`config.mk`:
```
export PLATFORM = sky130hd
export DESIGN_NAME = arf070b144e1r1w0cbbeheaa4acw_bist_addr_gen_flat
export DESIGN_NICKNAME = d
export VERILOG_FILES = /design/src/rtl/arf070b144e1r1w0cbbeheaa4acw_bist_addr_gen_if.sv /design/src/rtl/arf070b144e1r1w0cbbeheaa4acw_bist_addr_gen.sv /design/src/flat_wrapper.sv
export SDC_FILE = /design/constraint.sdc
export NUM_CORES = 1
export LEC_CHECK = 0
export BUFFER_PORTS_ARGS = -buffer_cell sky130_fd_sc_hd__buf_2
export CAP_MARGIN = 20
export CORE_UTILIZATION = 42
export CTS_CLUSTER_SIZE = 24
export DETAILED_ROUTE_END_ITERATION = 8
export PLACE_DENSITY = 0.79
export SETUP_SLACK_MARGIN = 0.4
export SYNTH_ARGS = -nofsm -noshare
export SYNTH_HDL_FRONTEND = slang
export SYNTH_SLANG_ARGS = --single-unit
```
`constraint.sdc`:
```
create_clock -name clk -period 6.04 [get_ports clk]
set_input_delay 0.906 -clock clk [delete_from_list [all_inputs] [get_ports clk]]
set_output_delay 0.906 -clock clk [all_outputs]
set_load 0.01 [all_outputs]
```
`src/rtl/arf070b144e1r1w0cbbeheaa4acw_bist_addr_gen_if.sv`:
```
// BIST sequencer bus: start/hold control, array strobes and address, read-back data and result flags.
// The sequencer uses the master view and the array side uses the slave view.
interface arf070b144e1r1w0cbbeheaa4acw_bist_addr_gen_if #(
  parameter int ADDR_WIDTH = 8,
  parameter int DATA_WIDTH = 70
);
  logic                  bist_start;
  logic                  bist_hold;
  logic [DATA_WIDTH-1:0] bist_rd_data;
  logic [ADDR_WIDTH-1:0] bist_addr;
  logic                  bist_wr_en;
  logic                  bist_rd_en;
  logic [DATA_WIDTH-1:0] bist_wr_data;
  logic                  bist_busy;
  logic                  bist_done;
  logic                  bist_fail;
  logic [ADDR_WIDTH-1:0] bist_fail_addr;

  modport master (
    input  bist_start, bist_hold, bist_rd_data,
    output bist_addr, bist_wr_en, bist_rd_en, bist_wr_data,
           bist_busy, bist_done, bist_fail, bist_fail_addr
  );

  modport slave (
    output bist_start, bist_hold, bist_rd_data,
    input  bist_addr, bist_wr_en, bist_rd_en, bist_wr_data,
           bist_busy, bist_done, bist_fail, bist_fail_addr
  );
endinterface

```
`src/rtl/arf070b144e1r1w0cbbeheaa4acw_bist_addr_gen.sv`:
```
// March C- address/strobe sequencer for the array BIST path, with a one-stage
// read-back comparator that latches the first failing row.
module arf070b144e1r1w0cbbeheaa4acw_bist_addr_gen #(
  parameter int DEPTH      = 144,
  parameter int ADDR_WIDTH = 8,
  parameter int DATA_WIDTH = 70
) (
  input  logic clk,
  input  logic rst_b,
  arf070b144e1r1w0cbbeheaa4acw_bist_addr_gen_if.master bus
);

  typedef enum logic [1:0] {
    ST_IDLE = 2'd0,
    ST_RUN  = 2'd1,
    ST_DONE = 2'd2
  } state_t;

  localparam logic [ADDR_WIDTH-1:0] LAST_ADDR = ADDR_WIDTH'(DEPTH - 1);

  state_t                state_reg, state_next;
  logic [2:0]            elem_reg, elem_next;
  logic                  op_reg, op_next;
  logic [ADDR_WIDTH-1:0] cnt_reg, cnt_next;
  logic [ADDR_WIDTH-1:0] addr_reg, addr_next;
  logic                  wr_en_reg, wr_en_next;
  logic                  rd_en_reg, rd_en_next;
  logic                  wr_bit_reg, wr_bit_next;
  logic                  exp_bit_reg, exp_bit_next;
  logic                  busy_reg, busy_next;
  logic                  done_reg, done_next;
  logic                  fail_reg, fail_next;
  logic [ADDR_WIDTH-1:0] fail_addr_reg, fail_addr_next;

  logic                  start_ok;
  logic                  elem_down;
  logic                  single_op;
  logic                  op_is_wr;
  logic                  op_wbit;
  logic                  op_rbit;
  logic                  last_op;
  logic                  last_addr;
  logic [DATA_WIDTH-1:0] miscmp;

  // Element decode: E0 is w0 only, E5 is r0 only, E1..E4 are read-then-write.
  assign start_ok  = bus.bist_start && (state_reg != ST_RUN);
  assign elem_down = (elem_reg == 3'd3) || (elem_reg == 3'd4);
  assign single_op = (elem_reg == 3'd0) || (elem_reg == 3'd5);
  assign op_is_wr  = (elem_reg == 3'd0) || op_reg;
  assign op_wbit   = (elem_reg == 3'd1) || (elem_reg == 3'd3);
  assign op_rbit   = (elem_reg == 3'd2) || (elem_reg == 3'd4);
  assign last_op   = single_op || op_reg;
  assign last_addr = elem_down ? (cnt_reg == '0) : (cnt_reg == LAST_ADDR);

  generate
    for (genvar gi = 0; gi < DATA_WIDTH; gi++) begin : g_cmp
      assign miscmp[gi] = bus.bist_rd_data[gi] ^ exp_bit_reg;
    end
  endgenerate

  always_ff @(posedge clk or negedge rst_b) begin
    if (!rst_b) begin
      state_reg     <= ST_IDLE;
      elem_reg      <= '0;
      op_reg        <= 1'b0;
      cnt_reg       <= '0;
      addr_reg      <= '0;
      wr_en_reg     <= 1'b0;
      rd_en_reg     <= 1'b0;
      wr_bit_reg    <= 1'b0;
      exp_bit_reg   <= 1'b0;
      busy_reg      <= 1'b0;
      done_reg      <= 1'b0;
      fail_reg      <= 1'b0;
      fail_addr_reg <= '0;
    end else begin
      state_reg     <= state_next;
      elem_reg      <= elem_next;
      op_reg        <= op_next;
      cnt_reg       <= cnt_next;
      addr_reg      <= addr_next;
      wr_en_reg     <= wr_en_next;
      rd_en_reg     <= rd_en_next;
      wr_bit_reg    <= wr_bit_next;
      exp_bit_reg   <= exp_bit_next;
      busy_reg      <= busy_next;
      done_reg      <= done_next;
      fail_reg      <= fail_next;
      fail_addr_reg <= fail_addr_next;
    end
  end

  always_comb begin
    state_next     = state_reg;
    elem_next      = elem_reg;
    op_next        = op_reg;
    cnt_next       = cnt_reg;
    addr_next      = addr_reg;
    wr_en_next     = 1'b0;
    rd_en_next     = 1'b0;
    wr_bit_next    = wr_bit_reg;
    exp_bit_next   = exp_bit_reg;
    busy_next      = (state_reg == ST_RUN);
    done_next      = done_reg || (state_reg == ST_DONE);
    fail_next      = fail_reg;
    fail_addr_next = fail_addr_reg;

    // The output registers double as the compare stage for the read issued last cycle.
    if (rd_en_reg && (|miscmp) && !fail_reg) begin
      fail_next      = 1'b1;
      fail_addr_next = addr_reg;
    end

    unique case (state_reg)
      ST_IDLE, ST_DONE: begin
        if (start_ok) begin
          state_next     = ST_RUN;
          elem_next      = '0;
          op_next        = 1'b0;
          cnt_next       = '0;
          done_next      = 1'b0;
          fail_next      = 1'b0;
          fail_addr_next = '0;
        end
      end
      ST_RUN: begin
        if (!bus.bist_hold) begin
          addr_next  = cnt_reg;
          wr_en_next = op_is_wr;
          rd_en_next = !op_is_wr;
          if (op_is_wr) begin
            wr_bit_next = op_wbit;
          end else begin
            exp_bit_next = op_rbit;
          end

          if (!last_op) begin
            op_next = 1'b1;
          end else begin
            op_next = 1'b0;
            if (!last_addr) begin
              cnt_next = elem_down ? cnt_reg - ADDR_WIDTH'(1) : cnt_reg + ADDR_WIDTH'(1);
            end else if (elem_reg == 3'd5) begin
              state_next = ST_DONE;
            end else begin
              // E3 and E4 descend, so entering them starts from the top row.
              elem_next = elem_reg + 3'd1;
              cnt_next  = ((elem_reg == 3'd2) || (elem_reg == 3'd3)) ? LAST_ADDR : '0;
            end
          end
        end
      end
      default: state_next = ST_IDLE;
    endcase
  end

  assign bus.bist_addr      = addr_reg;
  assign bus.bist_wr_en     = wr_en_reg;
  assign bus.bist_rd_en     = rd_en_reg;
  assign bus.bist_wr_data   = {DATA_WIDTH{wr_bit_reg}};
  assign bus.bist_busy      = busy_reg;
  assign bus.bist_done      = done_reg;
  assign bus.bist_fail      = fail_reg;
  assign bus.bist_fail_addr = fail_addr_reg;

endmodule

```
`src/flat_wrapper.sv`:
```
// flat-port wrapper written by rule: the top's interface ports become plain ports
module arf070b144e1r1w0cbbeheaa4acw_bist_addr_gen_flat 
#(
  parameter int DEPTH      = 144,
  parameter int ADDR_WIDTH = 8,
  parameter int DATA_WIDTH = 70
)
  (clk, rst_b, bus_bist_start, bus_bist_hold, bus_bist_rd_data, bus_bist_addr, bus_bist_wr_en, bus_bist_rd_en, bus_bist_wr_data, bus_bist_busy, bus_bist_done, bus_bist_fail, bus_bist_fail_addr);
  arf070b144e1r1w0cbbeheaa4acw_bist_addr_gen_if #(.ADDR_WIDTH(ADDR_WIDTH), .DATA_WIDTH(DATA_WIDTH)) bus_i ();
  input  logic clk;
  input  logic rst_b;
  input wire logic [$bits(bus_i.bist_start)-1:0] bus_bist_start;
  input wire logic [$bits(bus_i.bist_hold)-1:0] bus_bist_hold;
  input wire logic [$bits(bus_i.bist_rd_data)-1:0] bus_bist_rd_data;
  output wire logic [$bits(bus_i.bist_addr)-1:0] bus_bist_addr;
  output wire logic [$bits(bus_i.bist_wr_en)-1:0] bus_bist_wr_en;
  output wire logic [$bits(bus_i.bist_rd_en)-1:0] bus_bist_rd_en;
  output wire logic [$bits(bus_i.bist_wr_data)-1:0] bus_bist_wr_data;
  output wire logic [$bits(bus_i.bist_busy)-1:0] bus_bist_busy;
  output wire logic [$bits(bus_i.bist_done)-1:0] bus_bist_done;
  output wire logic [$bits(bus_i.bist_fail)-1:0] bus_bist_fail;
  output wire logic [$bits(bus_i.bist_fail_addr)-1:0] bus_bist_fail_addr;
  assign bus_i.bist_start = bus_bist_start;
  assign bus_i.bist_hold = bus_bist_hold;
  assign bus_i.bist_rd_data = bus_bist_rd_data;
  assign bus_bist_addr = bus_i.bist_addr;
  assign bus_bist_wr_en = bus_i.bist_wr_en;
  assign bus_bist_rd_en = bus_i.bist_rd_en;
  assign bus_bist_wr_data = bus_i.bist_wr_data;
  assign bus_bist_busy = bus_i.bist_busy;
  assign bus_bist_done = bus_i.bist_done;
  assign bus_bist_fail = bus_i.bist_fail;
  assign bus_bist_fail_addr = bus_i.bist_fail_addr;
  arf070b144e1r1w0cbbeheaa4acw_bist_addr_gen #(.DEPTH(DEPTH), .ADDR_WIDTH(ADDR_WIDTH), .DATA_WIDTH(DATA_WIDTH)) u_core (.clk(clk), .rst_b(rst_b), .bus(bus_i));
endmodule
```
=== Yosys cells after proc, flatten, opt, wreduce, memory -nomap -nowiden ===
Index checks and enable logic that the tools add are counted.

* Bits in registers: 37
* Input bits: 74
* Output and inout port bits: 91
* Word-level logic and storage cells: 167

* Add/subtract/negate cells: 3
* Equality and inequality tests: 16
* Muxes and demuxes: 37
* Bitwise logic cells: 72
* Reductions and logical operators: 26

{| class="wikitable"
|+ Operators with widths
! cell !! count
|-
| $mux W8 || 10
|-
| $reduce_or A70 Y1 || 1
|-
| $xor A1 B1 Y1 || 70
|-
| $pmux W8 S2 || 1
|-
| $mux W3 || 5
|-
| $mux W1 || 13
|-
| $mux W2 || 5
|-
| $ne A2 B2 Y1 const B || 5
|-
| $reduce_and A5 Y1 || 2
|-
| $reduce_and A3 Y1 || 3
|-
| $add A8 B1 Y8 const B || 1
|-
| $eq A8 B8 Y1 const B || 1
|-
| $logic_not A8 Y1 || 1
|-
| $logic_or A1 B1 Y1 || 8
|-
| $sub A8 B1 Y8 const B || 1
|-
| $eq A3 B2 Y1 const B || 2
|-
| $eq A3 B3 Y1 const B || 2
|-
| $pmux W3 S2 || 1
|-
| $reduce_and A6 Y1 || 1
|-
| $ne A2 B1 Y1 const B || 2
|-
| $pmux W2 S2 || 1
|-
| $add A3 B1 Y3 const B || 1
|-
| $eq A3 B1 Y1 const B || 1
|-
| $logic_and A1 B1 Y1 || 3
|-
| 11 further kinds || 13
|}

=== Depth between registers and ports, before layout ===
Gate-level depths: netlist (run 1).

* Word-level depth: 8
* Depth in mapped cells: 11
* Depth with buffers taken out: 11

=== Least setup slack after synthesis (run 1) ===
No wires, ideal clock.

* Kind: reg-to-reg
* From: reg u_core.elem_reg[0]
* To: reg u_core.cnt_reg[6]
* Library setup time: 0.122 ns
* Arrival: 2.689 ns
* Required time: 5.918 ns
* Slack: 3.229 ns
* Cell stages (with the launch flop): 12
* Buffers on the path: 0
* Clock period less this slack: 2.811 ns
* Cell sequence: dfrtp_1 -> inv_1 -> ha_1 -> mux2i_1 -> inv_1 -> ha_1 -> nor2b_1 -> o21ai_0 -> a21boi_0 -> o21a_1 -> or3_1 -> a32o_1

* Longest elaborated chain between the ends: 7
* Elaborated cells on any way between the ends: 16
* Those cells by class: 5 x eq/ne; 6 x mux; 5 x reduce/logical

{| class="wikitable"
|+ RTL lines
! item !! RTL line !! text
|-
| start: declaration || arf070b144e1r1w0cbbeheaa4acw_bist_addr_gen.sv:22 || <nowiki>logic [2:0] elem_reg, elem_next;</nowiki>
|-
| start signal: assignment || arf070b144e1r1w0cbbeheaa4acw_bist_addr_gen.sv:78 || <nowiki>elem_reg <= elem_next;</nowiki>
|-
| $eq A3 B2 Y1 or $eq A3 B3 Y1 (tied branches) || arf070b144e1r1w0cbbeheaa4acw_bist_addr_gen.sv:47 || <nowiki>assign elem_down = (elem_reg == 3'd3) || (elem_reg == 3'd4);</nowiki>
|-
| $logic_or A1 B1 Y1 || arf070b144e1r1w0cbbeheaa4acw_bist_addr_gen.sv:47 ||
|-
| $mux W8 or $mux W1 (tied branches) || arf070b144e1r1w0cbbeheaa4acw_bist_addr_gen.sv:142, arf070b144e1r1w0cbbeheaa4acw_bist_addr_gen.sv:53 ||
|-
| $mux W8 || arf070b144e1r1w0cbbeheaa4acw_bist_addr_gen.sv:141 || <nowiki>if (!last_addr) begin</nowiki>
|-
| $mux W8 || arf070b144e1r1w0cbbeheaa4acw_bist_addr_gen.sv:137 || <nowiki>if (!last_op) begin</nowiki>
|-
| $mux W8 || arf070b144e1r1w0cbbeheaa4acw_bist_addr_gen.sv:127 || <nowiki>if (!bus.bist_hold) begin</nowiki>
|-
| $pmux W8 S2 || arf070b144e1r1w0cbbeheaa4acw_bist_addr_gen.sv:114 || <nowiki>unique case (state_reg)</nowiki>
|-
| end signal: assignment || arf070b144e1r1w0cbbeheaa4acw_bist_addr_gen.sv:80 || <nowiki>cnt_reg <= cnt_next;</nowiki>
|-
| end: declaration || arf070b144e1r1w0cbbeheaa4acw_bist_addr_gen.sv:24 || <nowiki>logic [ADDR_WIDTH-1:0] cnt_reg, cnt_next;</nowiki>
|}

Several ways; a longest one is shown, not always the timed one. The select of a mux whose other input is x is not followed.
A chain may end at the register's enable or synchronous reset.

=== Worst setup path after layout (run 1) ===
Ends and elaborated chain as after synthesis.

==> results.py, run 1 <==
metrics = {
    "sta": {
        "fin_skew_ns": 0.00573,
        "setup_violations": 0,
        "layout_min_cycle_time_ns": 3.18,
        "hold_viol": 0,
        "final.period_utilization_pct": 52.7,
        "max_freq_mhz": 314,
        "finalMaxSlewViolations": 0,
        "slew-limit-headroom_pct": 47.8,
        "worst_pin_slew_ns": 0.784,
        "setup_tns_ns": 0,
        "rsz0062_at_grt": "no",
    },
    "worst_setup_path": {
        "cp.required_ns": 6.22,
        "worstPathMaxFanout": 6,
        "startpoint_type": "register",
        "end_kind": "register",
        "crit_start": "u_core.elem_reg[0]$_DFFE_PN0P_",
        "crit_arrival_ns": 3.37,
        "crit_type": "reg -> reg",
        "r2r_start": "u_core.elem_reg[0]$_DFFE_PN0P_",
    },
    "synth": {
        "synth_seq_cells": 37,
        "synth_seq_area_share_pct": 31.7,
        "synth_area_mm2": 0.00292,
        "syn_area_per_cell_um2": 8.61,
        "synth_flop_cell": "dfrtp_1",
        "synthesis.instances": 339,
        "ys_types": 52,
        "synth-edff-count": 0,
        "synth_async_sr_flop_share_pct": 100,
        "yosys_warnings": 0,
        "synth_nets": 425,
    },
    "global_route": {
        "grt_usage_pct": 18.3,
        "grt_pass1_vias": 2348,
        "grt_start_max_net_pins": 71,
        "grt_pass1_wl_mm": 10.6,
        "overflow": 0,
        "antenna_found_initial": 0,
    },
    "min_path": {
        "hold_path.class": "reg -> reg",
        "min-delay-start": "u_core.bus.bist_addr[5]$_DFFE_PN0P_",
    },
    "cts": {
        "cts_hold_buf": 0,
        "cts-root-buf": "clkbuf_8",
        "cts_tree": "built",
        "cts.sinks": 37,
        "clk_path_buf_depth": 2,
        "clkTransAtPathRegs_ns": 0.08,
        "cts_max_level": 2,
        "cts_buffers": 5,
        "cts_setup_buffers": 0,
        "clock_latency_ns": 0.29,
        "cts-resized-gates": 0,
    },
    "die": {
        "pin_count": 165,
        "coreArea_mm2": 0.00676,
        "dieArea_mm2": 0.00728,
        "start_util_pct": 43.2,
        "dieWidth_um": 85.4,
        "die_y_um": 85.4,
        "rows": 30,
    },
    "finish": {
        "final_common_cell": "buf_2",
        "insertedDiodeCount": 0,
        "final_cell_mix": "164 x buf_2, 42 x nand2_1, 37 x dfrtp_1, 15 x nand3_1, 13 x inv_1",
        "areaGrowthSynthToFinish_pct": 15.7,
        "layout-drive-gt1-share_pct": 42.7,
        "layout.nets": 516,
    },
    "placed_design": {
        "gp_congestion": 0.900,
        "io_buffers": 164,
        "hpwlAfterDp_mm": 5.39,
    },
    "detailed_routing": {
        "wl_per_cell_um": 13.3,
        "wl_met3_um": 418,
        "num_vias": 2695,
        "routed_via_density": 5.27,
        "first_iter_violations": 115,
        "drt-met1-wl_mm": 2.67,
        "ant_nets": 0,
        "top_layer": "met4",
        "routed_wl_mm": 6.79,
        "firstDrtPassIters": 5,
        "drc": 0,
        "dr_wl_met2_mm": 3.49,
    },
    "power": {
        "total_power_mw": 1.49,
        "p_leak_nw": 1.83,
        "ir_drop_uv": 146,
        "power_density_mw_per_mm2": 440,
    },
    "run_status": {
        "status": "completed",
    },
    "run": {
        "maxCapViolCount": 0,
    },
}
## area by class of cell
type	instances	area, um^2
fillers	631	3380
multi-input cells	208	1360
flip-flops and latches	37	926
repair buffers	165	828
well taps	80	100
clock buffers	5	68.8
inverters	13	48.8
clock inverters	3	46.3
## cells in the mapped netlist, types with 3 or more instances
library cell | count | area [um^2]
or3_1 | 11 | 68.8
dfrtp_1 | 37 | 926
nor4_1 | 9 | 56.3
clkbuf_1 | 5 | 18.8
nand2_1 | 42 | 158
o22a_1 | 3 | 26.3
buf_4 | 70 | 526
nor3_1 | 10 | 50.1
a21boi_0 | 3 | 22.5
a21oi_1 | 5 | 25.0
inv_1 | 13 | 48.8
o21ai_0 | 10 | 50.1
o31ai_1 | 8 | 60.1
nor2b_1 | 3 | 18.8
nand3_1 | 15 | 75.1
nand4_1 | 9 | 56.3
o211ai_1 | 9 | 67.6
ha_1 | 11 | 138
a22o_1 | 5 | 43.8
nor2_1 | 12 | 45.0
or4_1 | 8 | 60.1
buf_2 | 4 | 20.0
## logic make-up after synthesis
family / share of synthesized area (%)
multiplexers: 0.857
XOR/XNOR: 0.901
buffers and inverters: 21.8
AO/OA/AOI/OAI: 16.8
adder cells (fa/ha/maj): 5.40
flip-flops: 31.7
AND/OR/NAND/NOR: 22.5
## per-layer routing
metal,global-route usage (%),vias to the layer above
li1,-,1331
met1,19.5,1247
met2,34.0,100
met3,4.47,17
met4,8.03,0
met5,0,-
## critical path, cell delays in order (launching register included)
cell,delay (ns)
dfrtp_1,0.42
inv_1,0.10
ha_1,0.23
mux2i_1,0.43
inv_1,0.26
ha_1,0.40
nor2b_1,0.17
o21ai_0,0.18
a21boi_0,0.14
o21a_1,0.19
or3_1,0.30
a32o_1,0.25
## stage by stage
stage          instances  setup slack (ns)  util [%]  hold WS (ns)  area, um^2
4_1_cts              511              2.88      49.9         0.518        3370
3_5_place_dp         503              2.91      48.2         0.497        3260
3_3_place_gp         503              3.05      48.2         0.502        3260
5_1_grt              511              2.59      49.9         0.542        3370
6_report             511              2.86      49.9         0.519        3370
2_1_floorplan        339              3.23         -         0.479        2920
## worst paths after layout
path | end | slack (ns) | cells after the start
setup reg to reg | u_core.cnt_reg[6]$_DFFE_PN0P_ | 2.86 | 11
min in group asynchronous | u_core.bus.bist_addr[5]$_DFFE_PN0P_ | 0.69 | 1
max in group asynchronous | u_core.bus.bist_done$_DFF_PN0_ | 4.85 | 1
hold reg to reg | u_core.bus.bist_addr[5]$_DFFE_PN0P_ | 0.52 | 2
hold / removal | u_core.bus.bist_addr[5]$_DFFE_PN0P_ | 0.52 | 2
setup / recovery | u_core.cnt_reg[6]$_DFFE_PN0P_ | 2.86 | 11
## power breakdown
| part | leakage (nW) | internal [mW] | switching [mW] | total, mW |
|---|---|---|---|---|
| clock network | 0.0543 | 0.124 | 0.0926 | 0.216 |
| registers | 0.475 | 0.344 | 0.114 | 0.458 |
| logic | 1.30 | 0.347 | 0.465 | 0.812 |
No activity file was read; power rests on OpenSTA's default activity.
==> run 2, diff against run 1 <==
Settings changed: CORE_UTILIZATION 42 to 41, PLACE_DENSITY 0.79 to 0.8.
Clock period 6.04 ns to 2.91 ns, I/O delays scaled along.
==> results.py, run 2 (same netlist as run 1, synthesis figures left out) <==
metrics = {
    "cts": {
        "cts_max_level": 2,
        "clock_latency_ns": 0.30,
        "cts_buffers": 5,
        "cts_tree": "built",
        "clk_path_buf_depth": 2,
        "cts-root-buf": "clkbuf_8",
        "cts.sinks": 37,
        "clkTransAtPathRegs_ns": 0.07,
    },
    "finish": {
        "fin_util_pct": 53.5,
        "insertedDiodeCount": 0,
        "final_cell_mix": "164 x buf_2, 42 x nand2_1, 36 x dfrtp_1, 13 x nand3_1",
        "areaGrowthSynthToFinish_pct": 25.3,
        "postLayoutCellArea_mm2": 0.00365,
        "final_common_cell": "buf_2",
        "layout.nets": 530,
        "finalNonFillerCells": 541,
        "nFillCells": 631,
        "layout-drive-gt1-share_pct": 48.8,
    },
    "worst_setup_path": {
        "reg2reg_to": "u_core.cnt_reg[6]$_DFFE_PN0P_",
        "reg2regPathDepth": 11,
        "end_kind": "register",
        "crit_type": "reg -> reg",
        "r2r_slack_ns": 0.32,
        "startpoint_type": "register",
        "crit_start": "u_core.elem_reg[0]$_DFFE_PN0P_",
        "cp.required_ns": 3.10,
        "crit_arrival_ns": 2.78,
        "worstPathMaxFanout": 4,
        "endpoint": "u_core.cnt_reg[6]$_DFFE_PN0P_",
        "r2r_start": "u_core.elem_reg[0]$_DFFE_PN0P_",
    },
    "die": {
        "dieWidth_um": 86.4,
        "pin_count": 165,
        "dieArea_mm2": 0.00746,
        "rows": 30,
        "die_y_um": 86.4,
        "coreArea_mm2": 0.00683,
        "start_util_pct": 42.7,
    },
    "min_path": {
        "hold_path.class": "in -> async",
    },
    "run": {
        "maxCapViolCount": 0,
    },
    "detailed_routing": {
        "first_iter_violations": 167,
        "drc": 0,
        "ant_nets": 0,
        "firstDrtPassIters": 4,
        "wl_per_cell_um": 14.1,
        "num_vias": 2813,
        "routed_wl_mm": 7.61,
        "routed_via_density": 5.20,
    },
    "power": {
        "p_leak_nw": 1.92,
        "ir_drop_uv": 272,
        "power_density_mw_per_mm2": 960,
    },
    "sta": {
        "rsz0062_at_grt": "yes",
        "fin_skew_ns": 0.00885,
        "finalMaxSlewViolations": 0,
        "hold_viol": 0,
        "hold_slack_ns": 0.229,
        "layout_min_cycle_time_ns": 2.59,
        "final.period_utilization_pct": 89.1,
        "slew-limit-headroom_pct": 45.3,
        "setup_violations": 0,
        "max_freq_mhz": 386,
        "setup_tns_ns": 0,
        "worst_pin_slew_ns": 0.821,
    },
    "global_route": {
        "grt_start_max_net_pins": 71,
        "grt_pass1_wl_mm": 10.9,
        "overflow": 0,
        "grt_usage_pct": 18.8,
        "antenna_found_initial": 0,
        "grt_pass1_vias": 2394,
    },
    "placed_design": {
        "gp_congestion": 0.850,
        "hpwlAfterDp_mm": 5.57,
        "io_buffers": 164,
        "placed_cells": 520,
        "dpl_cell_area_mm2": 0.00331,
    },
    "run_status": {
        "status": "completed",
    },
}
run 2: metrics by stage:
step	setup WS, ns	power [mW]
after floorplan	0.401	2.45
after global placement	0.252	2.65
after detailed placement	0.182	2.69
after CTS	0.362	3.25
after global routing	0.241	3.78
final	0.317	3.51
run 2: final cells by class:
cell class,instances,area [um^2],share of cell area (%)
Multi-Input combinational cell,208,1470,40.3
Timing Repair Buffer,179,945,25.8
Sequential cell,37,927,25.4
Tap cell,96,120,3.29
Clock buffer,5,68.8,1.88
Clock inverter,3,68.8,1.88
Inverter,13,53.8,1.47
run 2: report_power, final:
group | total (mW) | switching, mW | leakage (nW) | internal (mW)
sequential | 0.977 | 0.261 | 0.474 | 0.716
clock | 0.539 | 0.194 | 0.0687 | 0.345
combinational | 1.99 | 1.07 | 1.38 | 0.921
total | 3.51 | 1.53 | 1.92 | 1.98
run 2: timing repair:
item                       in CTS  in global routing
buffers inserted                2                 11
setup endpoints to repair       3                 17
pin swaps                       0                 15
gates resized for setup         3                 23
hold buffers                    0                  0
run 2: how the worst min path moves through the flow:
stage / cells past startpoint / end / startpoint / slack [ns]
global placement: 2 / u_core.bus.bist_addr[0]$_DFFE_PN0P_ / u_core.bus.bist_addr[0]$_DFFE_PN0P_ / 0.49
finish: 1 / u_core.cnt_reg[6]$_DFFE_PN0P_ / rst_b / 0.23
detailed placement: 2 / u_core.wr_bit_reg$_DFFE_PN0P_ / u_core.wr_bit_reg$_DFFE_PN0P_ / 0.49
global route: 1 / u_core.cnt_reg[6]$_DFFE_PN0P_ / rst_b / 0.29
floorplan: 0 / u_core.bus.bist_addr[0]$_DFFE_PN0P_ / rst_b / 0.14
CTS: 1 / u_core.cnt_reg[5]$_DFFE_PN0P_ / rst_b / 0.26
run 2: critical path, cell delays in order, from the launching register on:
cell	delay [ns]
dfrtp_1	0.43
ha_2	0.23
mux2i_4	0.22
clkinv_4	0.12
buf_6	0.13
ha_4	0.22
nor2b_4	0.13
o21ai_2	0.15
a21boi_2	0.07
o21a_1	0.19
or3_1	0.34
a32o_1	0.23
run 2: layer usage:
layer,track usage (%),vias up,wire length [um]
met2,36.0,104,4030
met5,0,-,0
met1,19.9,1320,2920
met4,7.27,0,162
li1,-,1372,-
met3,4.00,17,502
==> run 3, diff against run 2 <==
Settings changed: REMOVE_ABC_BUFFERS set to 1.
==> results.py, run 3 (same netlist as run 1, synthesis figures left out) <==
metrics = {
    "run_status": {
        "status": "completed",
    },
    "cts": {
        "clk_path_buf_depth": 2,
        "cts.sinks": 37,
        "clock_latency_ns": 0.29,
        "cts_max_level": 2,
        "cts-root-buf": "clkbuf_8",
        "clkTransAtPathRegs_ns": 0.07,
        "cts_tree": "built",
        "cts_buffers": 5,
    },
    "worst_setup_path": {
        "r2r_start": "u_core.elem_reg[1]$_DFFE_PN0P_",
        "crit_arrival_ns": 2.63,
        "r2r_slack_ns": 0.47,
        "critPathMostFrequentCell": "ha_4",
        "startpoint_type": "register",
        "slowest_stage": "dfrtp_1",
        "reg2regPathDepth": 11,
        "cp.required_ns": 3.09,
        "crit_type": "reg -> reg",
        "worstPathMaxFanout": 5,
        "critPathBufInv": 2,
        "max_stage_delay_ns": 0.41,
        "reg2reg_to": "u_core.cnt_reg[6]$_DFFE_PN0P_",
        "path_delay_family": "compound AO/OA/AOI/OAI gates",
        "path_cells": "inv_2, ha_4, mux2i_4, inv_4, ha_4, nor2b_2, o21ai_2, a21boi_2, o21a_1, or3_1, a32o_1",
        "end_kind": "register",
    },
    "global_route": {
        "grt_pass1_vias": 2323,
        "grt_start_max_net_pins": 71,
        "antenna_found_initial": 0,
        "grt_pass1_wl_mm": 10.6,
        "overflow": 0,
        "grt_usage_pct": 18.2,
    },
    "sta": {
        "setup_violations": 0,
        "fin_skew_ns": 0.00560,
        "max_freq_mhz": 409,
        "slew-limit-headroom_pct": 45.7,
        "worst_pin_slew_ns": 0.814,
        "finalMaxSlewViolations": 0,
        "final.period_utilization_pct": 84.0,
        "layout_min_cycle_time_ns": 2.44,
        "rsz0062_at_grt": "yes",
        "hold_slack_ns": 0.233,
        "setup_ws_ns": 0.466,
        "hold_viol": 0,
    },
    "placed_design": {
        "hpwlAfterDp_mm": 5.42,
        "io_buffers": 164,
        "gp_congestion": 0.900,
        "dpl_cell_area_mm2": 0.00331,
        "pre_cts_ws_ns": 0.0883,
    },
    "detailed_routing": {
        "routed_via_density": 5.11,
        "firstDrtPassIters": 4,
        "wl_per_cell_um": 13.5,
        "drc": 0,
        "routed_wl_mm": 7.29,
        "first_iter_violations": 138,
        "ant_nets": 0,
        "num_vias": 2761,
    },
    "die": {
        "start_util_pct": 42.7,
        "dieArea_mm2": 0.00746,
        "pin_count": 165,
        "die_y_um": 86.4,
        "rows": 30,
        "coreArea_mm2": 0.00683,
        "dieWidth_um": 86.4,
    },
    "finish": {
        "postLayoutCellArea_mm2": 0.00363,
        "layout.nets": 529,
        "fin_util_pct": 53.2,
        "nFillCells": 615,
        "final_common_cell": "buf_2",
        "insertedDiodeCount": 0,
        "final_cell_mix": "164 x buf_2, 42 x nand2_1, 37 x dfrtp_1, 14 x nand3_1",
        "final-seq-area_um2": 926,
        "layout-drive-gt1-share_pct": 48.2,
        "multi_input_area_mm2": 0.00147,
        "areaGrowthSynthToFinish_pct": 24.5,
    },
    "power": {
        "ir_drop_uv": 553,
        "power_density_mw_per_mm2": 955,
        "p_leak_nw": 1.91,
    },
    "min_path": {
        "hold_path.class": "in -> async",
    },
    "run": {
        "maxCapViolCount": 0,
    },
}
## run 3: cell count changes in the layout (fill, tap and decap cells not counted), sizes merged
| cell | previous run | this run |
|---|---|---|
| buf | 179 | 178 |
## run 3: area by class of cell
class / instances / area share (%)
Clock buffer: 5 / 1.89
Clock inverter: 3 / 1.79
Inverter: 13 / 1.41
Multi-Input combinational cell: 208 / 40.4
Sequential cell: 37 / 25.5
Tap cell: 96 / 3.31
Timing Repair Buffer: 178 / 25.7
## run 3: how the worst max path moves through the flow
stage,endpoint,start,depth (start not counted)
2_1_floorplan,u_core.wr_bit_reg$_DFFE_PN0P_,u_core.wr_bit_reg$_DFFE_PN0P_,2
3_3_place_gp,u_core.cnt_reg[6]$_DFFE_PN0P_,u_core.elem_reg[0]$_DFFE_PN0P_,11
3_5_place_dp,u_core.cnt_reg[6]$_DFFE_PN0P_,u_core.elem_reg[0]$_DFFE_PN0P_,11
4_1_cts,u_core.cnt_reg[7]$_DFFE_PN0P_,u_core.elem_reg[1]$_DFFE_PN0P_,12
5_1_grt,u_core.cnt_reg[4]$_DFFE_PN0P_,u_core.elem_reg[1]$_DFFE_PN0P_,10
6_report,u_core.cnt_reg[6]$_DFFE_PN0P_,u_core.elem_reg[1]$_DFFE_PN0P_,11
## run 3: power by group
| part | internal (mW) | switching (mW) | total [mW] |
|---|---|---|---|
| logic | 0.914 | 1.08 | 1.99 |
| registers | 0.715 | 0.239 | 0.954 |
| clock network | 0.340 | 0.183 | 0.523 |
| total | 1.97 | 1.50 | 3.47 |
## run 3: worst register-to-register path: cells and delay by family, from the launching register on
family / cells / cell delay [ns]
adder cells (fa/ha/maj): 2 / 0.42
multiplexers: 1 / 0.18
AO/OA/AOI/OAI: 4 / 0.68
AND/OR/NAND/NOR: 2 / 0.49
buffers and inverters: 2 / 0.17
flip-flops: 1 / 0.41
## run 3: per-stage QoR
stage | instances | setup TNS, ns | power, mW
5_1_grt | 540 | 0 | 3.73
2_1_floorplan | 258 | -141.79 | 1.93
6_report | 540 | 0 | 3.47
3_5_place_dp | 523 | 0 | 2.67
4_1_cts | 540 | 0 | 3.40
3_3_place_gp | 523 | 0 | 2.61
## run 3: what timing repair did
item                                    4_1_cts  5_1_grt
pin swaps                                     7        7
endpoints found under the setup margin        3        4
resized for setup                            18        6
setup buffers                                 9        0
hold buffers                                  0        0
## run 3: metal layers
layer  vias up  part of all wire (%)  routed length (um)  global-route usage [%]
met5         -                     0                   0                       0
met4         0                   1.6                 115                    6.52
met3        11                   7.3                 532                    3.14
met2       129                    49                3560                    32.7
met1      1265                    42                3070                    21.7
li1       1356                     -                   -                       -
